===== src/rtl/time_setter_if.sv =====
`default_nettype none
// ---------------------------------------------------------------------------
// time_setter_if : button, running-time and edited-time bundle | rev 1.0
// ---------------------------------------------------------------------------
interface time_setter_if;
  logic        btn_mode;
  logic        btn_up;
  logic        btn_down;
  logic        btn_ok;
  logic [15:0] cur_year;
  logic [5:0]  cur_month;
  logic [10:0] cur_day;
  logic [10:0] cur_week;
  logic [10:0] cur_hour;
  logic [10:0] cur_minute;
  logic [10:0] cur_second;
  logic [15:0] set_year;
  logic [5:0]  set_month;
  logic [10:0] set_day;
  logic [10:0] set_week;
  logic [10:0] set_hour;
  logic [10:0] set_minute;
  logic [10:0] set_second;
  logic        load;
  logic        editing;
  logic [2:0]  field_sel;

  modport master (
    output btn_mode, btn_up, btn_down, btn_ok,
    output cur_year, cur_month, cur_day, cur_week, cur_hour, cur_minute, cur_second,
    input  set_year, set_month, set_day, set_week, set_hour, set_minute, set_second,
    input  load, editing, field_sel
  );

  modport slave (
    input  btn_mode, btn_up, btn_down, btn_ok,
    input  cur_year, cur_month, cur_day, cur_week, cur_hour, cur_minute, cur_second,
    output set_year, set_month, set_day, set_week, set_hour, set_minute, set_second,
    output load, editing, field_sel
  );
endinterface
`default_nettype wire


===== src/rtl/time_setter.sv =====
`default_nettype none
// ---------------------------------------------------------------------------
// time_setter : button-driven date/time editor issuing a load strobe | rev 1.0
// Optional idle auto-abort: define TIME_SETTER_TIMEOUT_EN
// ---------------------------------------------------------------------------
module time_setter #(
  parameter int YEAR_MIN       = 2000,
  parameter int YEAR_MAX       = 2099,
  parameter int TIMEOUT_CYCLES = 30_000_000
) (
  input wire           clk,
  input wire           rst_n,
  time_setter_if.slave bus
);

  localparam logic [15:0] C_YEAR_MIN = 16'(YEAR_MIN);
  localparam logic [15:0] C_YEAR_MAX = 16'(YEAR_MAX);

  typedef enum logic [1:0] {S_IDLE = 2'd0, S_EDIT = 2'd1, S_COMMIT = 2'd2} state_t;

  state_t      state_q;
  logic [15:0] year_q,   year_d;
  logic [5:0]  month_q,  month_d;
  logic [10:0] day_q,    day_d;
  logic [10:0] week_q,   week_d;
  logic [10:0] hour_q,   hour_d;
  logic [10:0] minute_q, minute_d;
  logic [10:0] second_q, second_d;
  logic [2:0]  field_sel_q;
  logic        load_q;
  logic        editing_q;
  logic        w_timeout;

  function automatic logic [15:0] f_step(input logic [15:0] v, input logic [15:0] lo,
                                         input logic [15:0] hi, input logic up);
    if (up) f_step = (v >= hi) ? lo : v + 16'd1;
    else    f_step = (v <= lo) ? hi : v - 16'd1;
  endfunction

  function automatic logic [15:0] f_clamp(input logic [15:0] v, input logic [15:0] lo,
                                          input logic [15:0] hi);
    f_clamp = (v < lo) ? lo : ((v > hi) ? hi : v);
  endfunction

  function automatic logic [15:0] f_dim(input logic [5:0] m, input logic [15:0] y);
    logic leap;
    leap = (y % 16'd4 == 16'd0) && ((y % 16'd100 != 16'd0) || (y % 16'd400 == 16'd0));
    case (m)
      6'd2:                      f_dim = leap ? 16'd29 : 16'd28;
      6'd4, 6'd6, 6'd9, 6'd11:   f_dim = 16'd30;
      default:                   f_dim = 16'd31;
    endcase
  endfunction

  // Snapshot of the running time, forced into legal ranges
  logic [15:0] w_ent_year;
  logic [5:0]  w_ent_month;
  logic [10:0] w_ent_day, w_ent_week, w_ent_hour, w_ent_minute, w_ent_second;

  assign w_ent_year   = f_clamp(bus.cur_year, C_YEAR_MIN, C_YEAR_MAX);
  assign w_ent_month  = 6'(f_clamp({10'd0, bus.cur_month}, 16'd1, 16'd12));
  assign w_ent_day    = 11'(f_clamp({5'd0, bus.cur_day}, 16'd1, f_dim(w_ent_month, w_ent_year)));
  assign w_ent_week   = 11'(f_clamp({5'd0, bus.cur_week}, 16'd1, 16'd7));
  assign w_ent_hour   = 11'(f_clamp({5'd0, bus.cur_hour}, 16'd0, 16'd23));
  assign w_ent_minute = 11'(f_clamp({5'd0, bus.cur_minute}, 16'd0, 16'd59));
  assign w_ent_second = 11'(f_clamp({5'd0, bus.cur_second}, 16'd0, 16'd59));

  logic        w_up;
  logic        w_step_en;
  logic [15:0] w_year_step;
  logic [5:0]  w_month_step;
  logic [15:0] w_dim_cur, w_dim_ystep, w_dim_mstep;

  assign w_up         = bus.btn_up;
  assign w_step_en    = (state_q == S_EDIT) && !bus.btn_ok && !bus.btn_mode &&
                        (bus.btn_up ^ bus.btn_down);
  assign w_year_step  = f_step(year_q, C_YEAR_MIN, C_YEAR_MAX, w_up);
  assign w_month_step = 6'(f_step({10'd0, month_q}, 16'd1, 16'd12, w_up));
  assign w_dim_cur    = f_dim(month_q, year_q);
  assign w_dim_ystep  = f_dim(month_q, w_year_step);
  assign w_dim_mstep  = f_dim(w_month_step, year_q);

  always_comb begin
    year_d   = year_q;
    month_d  = month_q;
    day_d    = day_q;
    week_d   = week_q;
    hour_d   = hour_q;
    minute_d = minute_q;
    second_d = second_q;
    if (state_q == S_IDLE && bus.btn_mode) begin
      year_d   = w_ent_year;
      month_d  = w_ent_month;
      day_d    = w_ent_day;
      week_d   = w_ent_week;
      hour_d   = w_ent_hour;
      minute_d = w_ent_minute;
      second_d = w_ent_second;
    end else if (w_step_en) begin
      case (field_sel_q)
        3'd0: begin
          year_d = w_year_step;
          if ({5'd0, day_q} > w_dim_ystep) day_d = 11'(w_dim_ystep);
        end
        3'd1: begin
          month_d = w_month_step;
          if ({5'd0, day_q} > w_dim_mstep) day_d = 11'(w_dim_mstep);
        end
        3'd2:    day_d    = 11'(f_step({5'd0, day_q}, 16'd1, w_dim_cur, w_up));
        3'd3:    week_d   = 11'(f_step({5'd0, week_q}, 16'd1, 16'd7, w_up));
        3'd4:    hour_d   = 11'(f_step({5'd0, hour_q}, 16'd0, 16'd23, w_up));
        3'd5:    minute_d = 11'(f_step({5'd0, minute_q}, 16'd0, 16'd59, w_up));
        3'd6:    second_d = 11'(f_step({5'd0, second_q}, 16'd0, 16'd59, w_up));
        default: ;
      endcase
    end
  end

`ifdef TIME_SETTER_TIMEOUT_EN
  localparam int C_CNT_W = (TIMEOUT_CYCLES > 1) ? $clog2(TIMEOUT_CYCLES) : 1;

  logic               w_any_btn;
  logic [C_CNT_W-1:0] idle_cnt_q;

  assign w_any_btn = bus.btn_mode | bus.btn_up | bus.btn_down | bus.btn_ok;

  always_ff @(posedge clk or negedge rst_n) begin
    if (!rst_n)                             idle_cnt_q <= '0;
    else if (state_q != S_EDIT || w_any_btn) idle_cnt_q <= '0;
    else                                    idle_cnt_q <= idle_cnt_q + 1'b1;
  end

  assign w_timeout = (state_q == S_EDIT) && !w_any_btn &&
                     (idle_cnt_q == C_CNT_W'(TIMEOUT_CYCLES - 1));
`else
  // Without the abort feature the timeout parameter has no effect
  assign w_timeout = (TIMEOUT_CYCLES < 0);
`endif

  always_ff @(posedge clk or negedge rst_n) begin
    if (!rst_n) begin
      state_q     <= S_IDLE;
      year_q      <= C_YEAR_MIN;
      month_q     <= 6'd1;
      day_q       <= 11'd1;
      week_q      <= 11'd1;
      hour_q      <= 11'd0;
      minute_q    <= 11'd0;
      second_q    <= 11'd0;
      field_sel_q <= 3'd0;
      load_q      <= 1'b0;
      editing_q   <= 1'b0;
    end else begin
      year_q   <= year_d;
      month_q  <= month_d;
      day_q    <= day_d;
      week_q   <= week_d;
      hour_q   <= hour_d;
      minute_q <= minute_d;
      second_q <= second_d;
      load_q   <= 1'b0;
      case (state_q)
        S_IDLE: begin
          if (bus.btn_mode) begin
            state_q     <= S_EDIT;
            editing_q   <= 1'b1;
            field_sel_q <= 3'd0;
          end
        end
        S_EDIT: begin
          if (bus.btn_ok) begin
            state_q   <= S_COMMIT;
            load_q    <= 1'b1;
            editing_q <= 1'b0;
          end else if (bus.btn_mode) begin
            field_sel_q <= (field_sel_q == 3'd6) ? 3'd0 : field_sel_q + 3'd1;
          end else if (w_timeout) begin
            state_q   <= S_IDLE;
            editing_q <= 1'b0;
          end
        end
        S_COMMIT: state_q <= S_IDLE;
        default: begin
          state_q   <= S_IDLE;
          editing_q <= 1'b0;
        end
      endcase
    end
  end

  assign bus.set_year   = year_q;
  assign bus.set_month  = month_q;
  assign bus.set_day    = day_q;
  assign bus.set_week   = week_q;
  assign bus.set_hour   = hour_q;
  assign bus.set_minute = minute_q;
  assign bus.set_second = second_q;
  assign bus.load       = load_q;
  assign bus.editing    = editing_q;
  assign bus.field_sel  = field_sel_q;

endmodule
`default_nettype wire

===== src/flat_wrapper.sv =====
// flat-port wrapper written by rule: the top's interface ports become plain ports
module time_setter_flat 
#(
  parameter int YEAR_MIN       = 2000,
  parameter int YEAR_MAX       = 2099,
  parameter int TIMEOUT_CYCLES = 30_000_000
)
  (clk, rst_n, bus_btn_mode, bus_btn_up, bus_btn_down, bus_btn_ok, bus_cur_year, bus_cur_month, bus_cur_day, bus_cur_week, bus_cur_hour, bus_cur_minute, bus_cur_second, bus_set_year, bus_set_month, bus_set_day, bus_set_week, bus_set_hour, bus_set_minute, bus_set_second, bus_load, bus_editing, bus_field_sel);
  time_setter_if bus_i ();
  input wire clk;
  input wire rst_n;
  input wire logic [$bits(bus_i.btn_mode)-1:0] bus_btn_mode;
  input wire logic [$bits(bus_i.btn_up)-1:0] bus_btn_up;
  input wire logic [$bits(bus_i.btn_down)-1:0] bus_btn_down;
  input wire logic [$bits(bus_i.btn_ok)-1:0] bus_btn_ok;
  input wire logic [$bits(bus_i.cur_year)-1:0] bus_cur_year;
  input wire logic [$bits(bus_i.cur_month)-1:0] bus_cur_month;
  input wire logic [$bits(bus_i.cur_day)-1:0] bus_cur_day;
  input wire logic [$bits(bus_i.cur_week)-1:0] bus_cur_week;
  input wire logic [$bits(bus_i.cur_hour)-1:0] bus_cur_hour;
  input wire logic [$bits(bus_i.cur_minute)-1:0] bus_cur_minute;
  input wire logic [$bits(bus_i.cur_second)-1:0] bus_cur_second;
  output wire logic [$bits(bus_i.set_year)-1:0] bus_set_year;
  output wire logic [$bits(bus_i.set_month)-1:0] bus_set_month;
  output wire logic [$bits(bus_i.set_day)-1:0] bus_set_day;
  output wire logic [$bits(bus_i.set_week)-1:0] bus_set_week;
  output wire logic [$bits(bus_i.set_hour)-1:0] bus_set_hour;
  output wire logic [$bits(bus_i.set_minute)-1:0] bus_set_minute;
  output wire logic [$bits(bus_i.set_second)-1:0] bus_set_second;
  output wire logic [$bits(bus_i.load)-1:0] bus_load;
  output wire logic [$bits(bus_i.editing)-1:0] bus_editing;
  output wire logic [$bits(bus_i.field_sel)-1:0] bus_field_sel;
  assign bus_i.btn_mode = bus_btn_mode;
  assign bus_i.btn_up = bus_btn_up;
  assign bus_i.btn_down = bus_btn_down;
  assign bus_i.btn_ok = bus_btn_ok;
  assign bus_i.cur_year = bus_cur_year;
  assign bus_i.cur_month = bus_cur_month;
  assign bus_i.cur_day = bus_cur_day;
  assign bus_i.cur_week = bus_cur_week;
  assign bus_i.cur_hour = bus_cur_hour;
  assign bus_i.cur_minute = bus_cur_minute;
  assign bus_i.cur_second = bus_cur_second;
  assign bus_set_year = bus_i.set_year;
  assign bus_set_month = bus_i.set_month;
  assign bus_set_day = bus_i.set_day;
  assign bus_set_week = bus_i.set_week;
  assign bus_set_hour = bus_i.set_hour;
  assign bus_set_minute = bus_i.set_minute;
  assign bus_set_second = bus_i.set_second;
  assign bus_load = bus_i.load;
  assign bus_editing = bus_i.editing;
  assign bus_field_sel = bus_i.field_sel;
  time_setter #(.YEAR_MIN(YEAR_MIN), .YEAR_MAX(YEAR_MAX), .TIMEOUT_CYCLES(TIMEOUT_CYCLES)) u_core (.clk(clk), .rst_n(rst_n), .bus(bus_i));
endmodule

===== config.mk =====
export PLATFORM = sky130hd
export DESIGN_NAME = time_setter_flat
export DESIGN_NICKNAME = d
export VERILOG_FILES = /design/src/rtl/time_setter_if.sv /design/src/rtl/time_setter.sv /design/src/flat_wrapper.sv
export SDC_FILE = /design/constraint.sdc
export NUM_CORES = 1
export LEC_CHECK = 0
export BUFFER_PORTS_ARGS = -buffer_cell sky130_fd_sc_hd__buf_2
export CORE_MARGIN = 2
export CORE_UTILIZATION = 39
export CTS_BUF_LIST = sky130_fd_sc_hd__clkbuf_4 sky130_fd_sc_hd__clkbuf_8
export CTS_CLUSTER_SIZE = 30
export DETAILED_ROUTE_END_ITERATION = 10
export PLACE_DENSITY = 0.61
export SLEW_MARGIN = 5
export SYNTH_ARGS = -nofsm -noshare
export SYNTH_HDL_FRONTEND = slang
export SYNTH_SLANG_ARGS = --single-unit

===== constraint.sdc =====
create_clock -name clk -period 8.9 [get_ports clk]
set_input_delay 0.445 -clock clk [delete_from_list [all_inputs] [get_ports clk]]
set_output_delay 0.445 -clock clk [all_outputs]
set_load 0.02 [all_outputs]

==> results.toml <==
[setup_path]
slowest_stage = "dfstp_2"
critPathCaptureType = "register"
crit_arrival_ns = 8.82
crit_type = "reg -> reg"
cp-start-kind = "register"
cp.required_ns = 9.21
crit_fanout = 15
max_stage_delay_ns = 0.67

[synthesis]
synth_area_um2 = 11590
synth-simple-area-share_pct = 30.19
synthArstFlopShare_pct = 100.0
synth_seq_area_share_pct = 18.24
ys_seq_elements = 84
synth_fp_nets = 1734
ys_types = 122
synth_compound_area_share_pct = 38.74
avgSynthCellArea_um2 = 7.134
yosys_warnings = 0
synthAdderAreaFrac_pct = 3.089
synth_edf_count = 0
synth_xor_xnor_area_share_pct = 3.175
synth_top_family_by_area = "compound AO/OA/AOI/OAI gates"
muxShareOfSynthArea_pct = 1.512
syn_inst = 1624
dominantRegCellSynth = "dfrtp_1"

[global_routing]
grt_max_degree = 65
grt_overflow_total = 0
grt_usage_pct = 25.39
grt_pass1_wl_mm = 64.88
grt_pass1_vias = 12419
grt_antenna_before_repair = 1

[drt]
antenna_left = 0
first_iter_violations = 1343
totalWireLength_mm = 41.94
firstDrtPassIters = 5
drc = 0
vias_per_cell = 6.319
vias = 13858
wl_per_cell_um = 19.13

[clock_network]
cts_buffer_depth = 2
clk_latency_ns = 0.41
cts_root_buf = "clkbuf_8"
postCtsHoldBufs = 0
cts_buffers = 9
cts_tree = "yes"
htreeDepth = 3
clock-sinks = 84
clk_pin_slew_worst_paths_ns = 0.10

[cells_and_area]
design_area_um2 = 13900
layout_commonest_cell = "nand2_1"
num_antenna_cells = 0
drive_above_1_share_pct = 23.63
layout.nets = 1908
layout-area-overhead-vs-synth_pct = 19.93
mostFrequentLayoutCells = "nand2_1, buf_2, nor2_1"
fin_cells = 2193

[power_and_ir_drop]
clockPowerShare_pct = 6.6
power_mw = 5.204
p_comb_share_pct = 81.0
powerDensity_nw_per_um2 = 374.5
p_sw_share_pct = 55.02
seqPwrFrac_pct = 12.4
ir_drop_v = 0.0002652
leakage_nw = 5.528
p_int_mw = 2.341
switchingPower_mw = 2.863

[job]
maxCapViolations = 0

[timing]
fin_crit_ns = 8.504
setup_violations = 0
tightest_slew_ns = 1.028
hold_viol_final = 0
fmax_mhz = 117.6
fin_ws_ns = 0.3963
slew_headroom_pct = 30.77
drv_slew = 0
finalCritPeriodShare_pct = 95.55
clock_skew_ns = 0.01540

[place]
pre_cts_ws_ns = 0.07459
io_buffers = 164
globalplace.congestion = 0.9190
place_area_um2 = 13000
post-dp-hpwl_mm = 30.60
dp_cells = 2153

[outcome]
status = "complete, no violations"

[floorplanning]
dieHeight_um = 176.4
fp.dieW_um = 176.4
start_util_pct = 39.30
core-area_um2 = 29480
io_pins = 165
die_area_um2 = 31100
rows = 63

[hold_path]
hold_class = "in -> async"
kinds of logic after synthesis:
| logic type | count (synthesis) |
|---|---|
| and+or+nand+nor | 689 |
| xor gates and xnor gates | 42 |
| muxes | 17 |
| buffers and inverters | 140 |
| adders and majority gates | 29 |
| AOI/OAI and AO/OA | 623 |
| DFF | 84 |
worst max-delay path: cells and delay by family (launching register included):
kind | cells | cell delay (ns)
buf+inv | 2 | 0.40
mux | 1 | 0.25
flops | 1 | 0.67
simple gates | 15 | 3.46
fa+ha+maj | 1 | 0.27
compound gates | 15 | 3.35
power by group through the flow:
stage	sequential, mW	clock [mW]	combinational [mW]
floorplan	0.643	0	2.77
global placement	0.642	0	3.63
detailed placement	0.645	0	3.65
CTS	0.639	0.352	3.68
global route	0.663	0.367	4.53
finish	0.644	0.345	4.21
what timing repair did:
| action | in CTS | in global routing |
|---|---|---|
| resized for setup | 0 | 83 |
| setup buffers | 0 | 22 |
| setup endpoints to repair | 0 | 11 |
layer usage:
metal / vias up / global-route usage, % / part of all wire, %
met2: 644 / 42.68 / 47
met5: - / 0 / 0.017
met4: 2 / 6.749 / 2.2
li1: 6597 / - / -
met1: 6534 / 34.08 / 44
met3: 81 / 3.575 / 7.3
registers in the layout, summed over array words and instances, names as in the netlist:
register               count
u_core.bus.set_year       16
u_core.bus.set_day        11
u_core.bus.set_hour       11
u_core.bus.set_minute     11
u_core.bus.set_second     11
u_core.bus.set_week       11
u_core.bus.set_month       6
u_core.bus.field_sel       3
u_core.state_q             2
u_core.bus.editing         1
u_core.bus.load            1
synthesized netlist by cell type (22+ instances only):
library cell	count	area share [%]
dfrtp_1	75	16
nand3_1	65	2.8
a211oi_1	25	1.6
a21oi_1	115	5.0
clkbuf_1	57	1.8
o211ai_1	33	2.1
o21ai_0	135	5.8
o21a_1	23	1.5
nor4_1	29	1.6
and2_1	22	1.2
nor2_1	156	5.1
a31oi_1	29	1.6
ha_1	27	2.9
or3_1	24	1.3
nand2_1	174	5.6
nor3_1	76	3.3
inv_1	43	1.4
xnor2_1	24	1.8
per-stage QoR:
stage / TNS, ns / hold slack [ns] / utilization (%)
2_1_floorplan: 0 / 0.1494 / -
3_3_place_gp: 0 / 0.4815 / 44.10
3_5_place_dp: 0 / 0.4862 / 44.10
4_1_cts: 0 / 0.03663 / 44.92
5_1_grt: -0.1038 / 0.05069 / 47.14
6_report: 0 / 0.02513 / 47.14
worst paths after layout:
kind	from	slack [ns]	cells after the start	endpoint
max	u_core.bus.set_year[6]	0.40	34	u_core.bus.set_day[9]
min	rst_n	0.03	1	u_core.bus.set_week[5]
max reg2reg	u_core.bus.set_year[6]	0.40	34	u_core.bus.set_day[9]
min reg2reg	u_core.bus.editing	0.52	1	u_core.bus.editing
max in group asynchronous	rst_n	7.82	2	u_core.bus.set_week[1]
min in group clk	bus_cur_minute[5]	0.26	2	u_core.bus.set_minute[5]
area by class of cell:
class	count	area [µm²]
tap	390	488.0
multi-input combinational	1402	9378
clock buffer	12	158.9
inverter	48	180.2
timing repair buffer	253	1495
sequential	84	2116
clock inverter	4	80.08
fill	3021	15580
No activity file was read; power rests on OpenSTA's default activity.
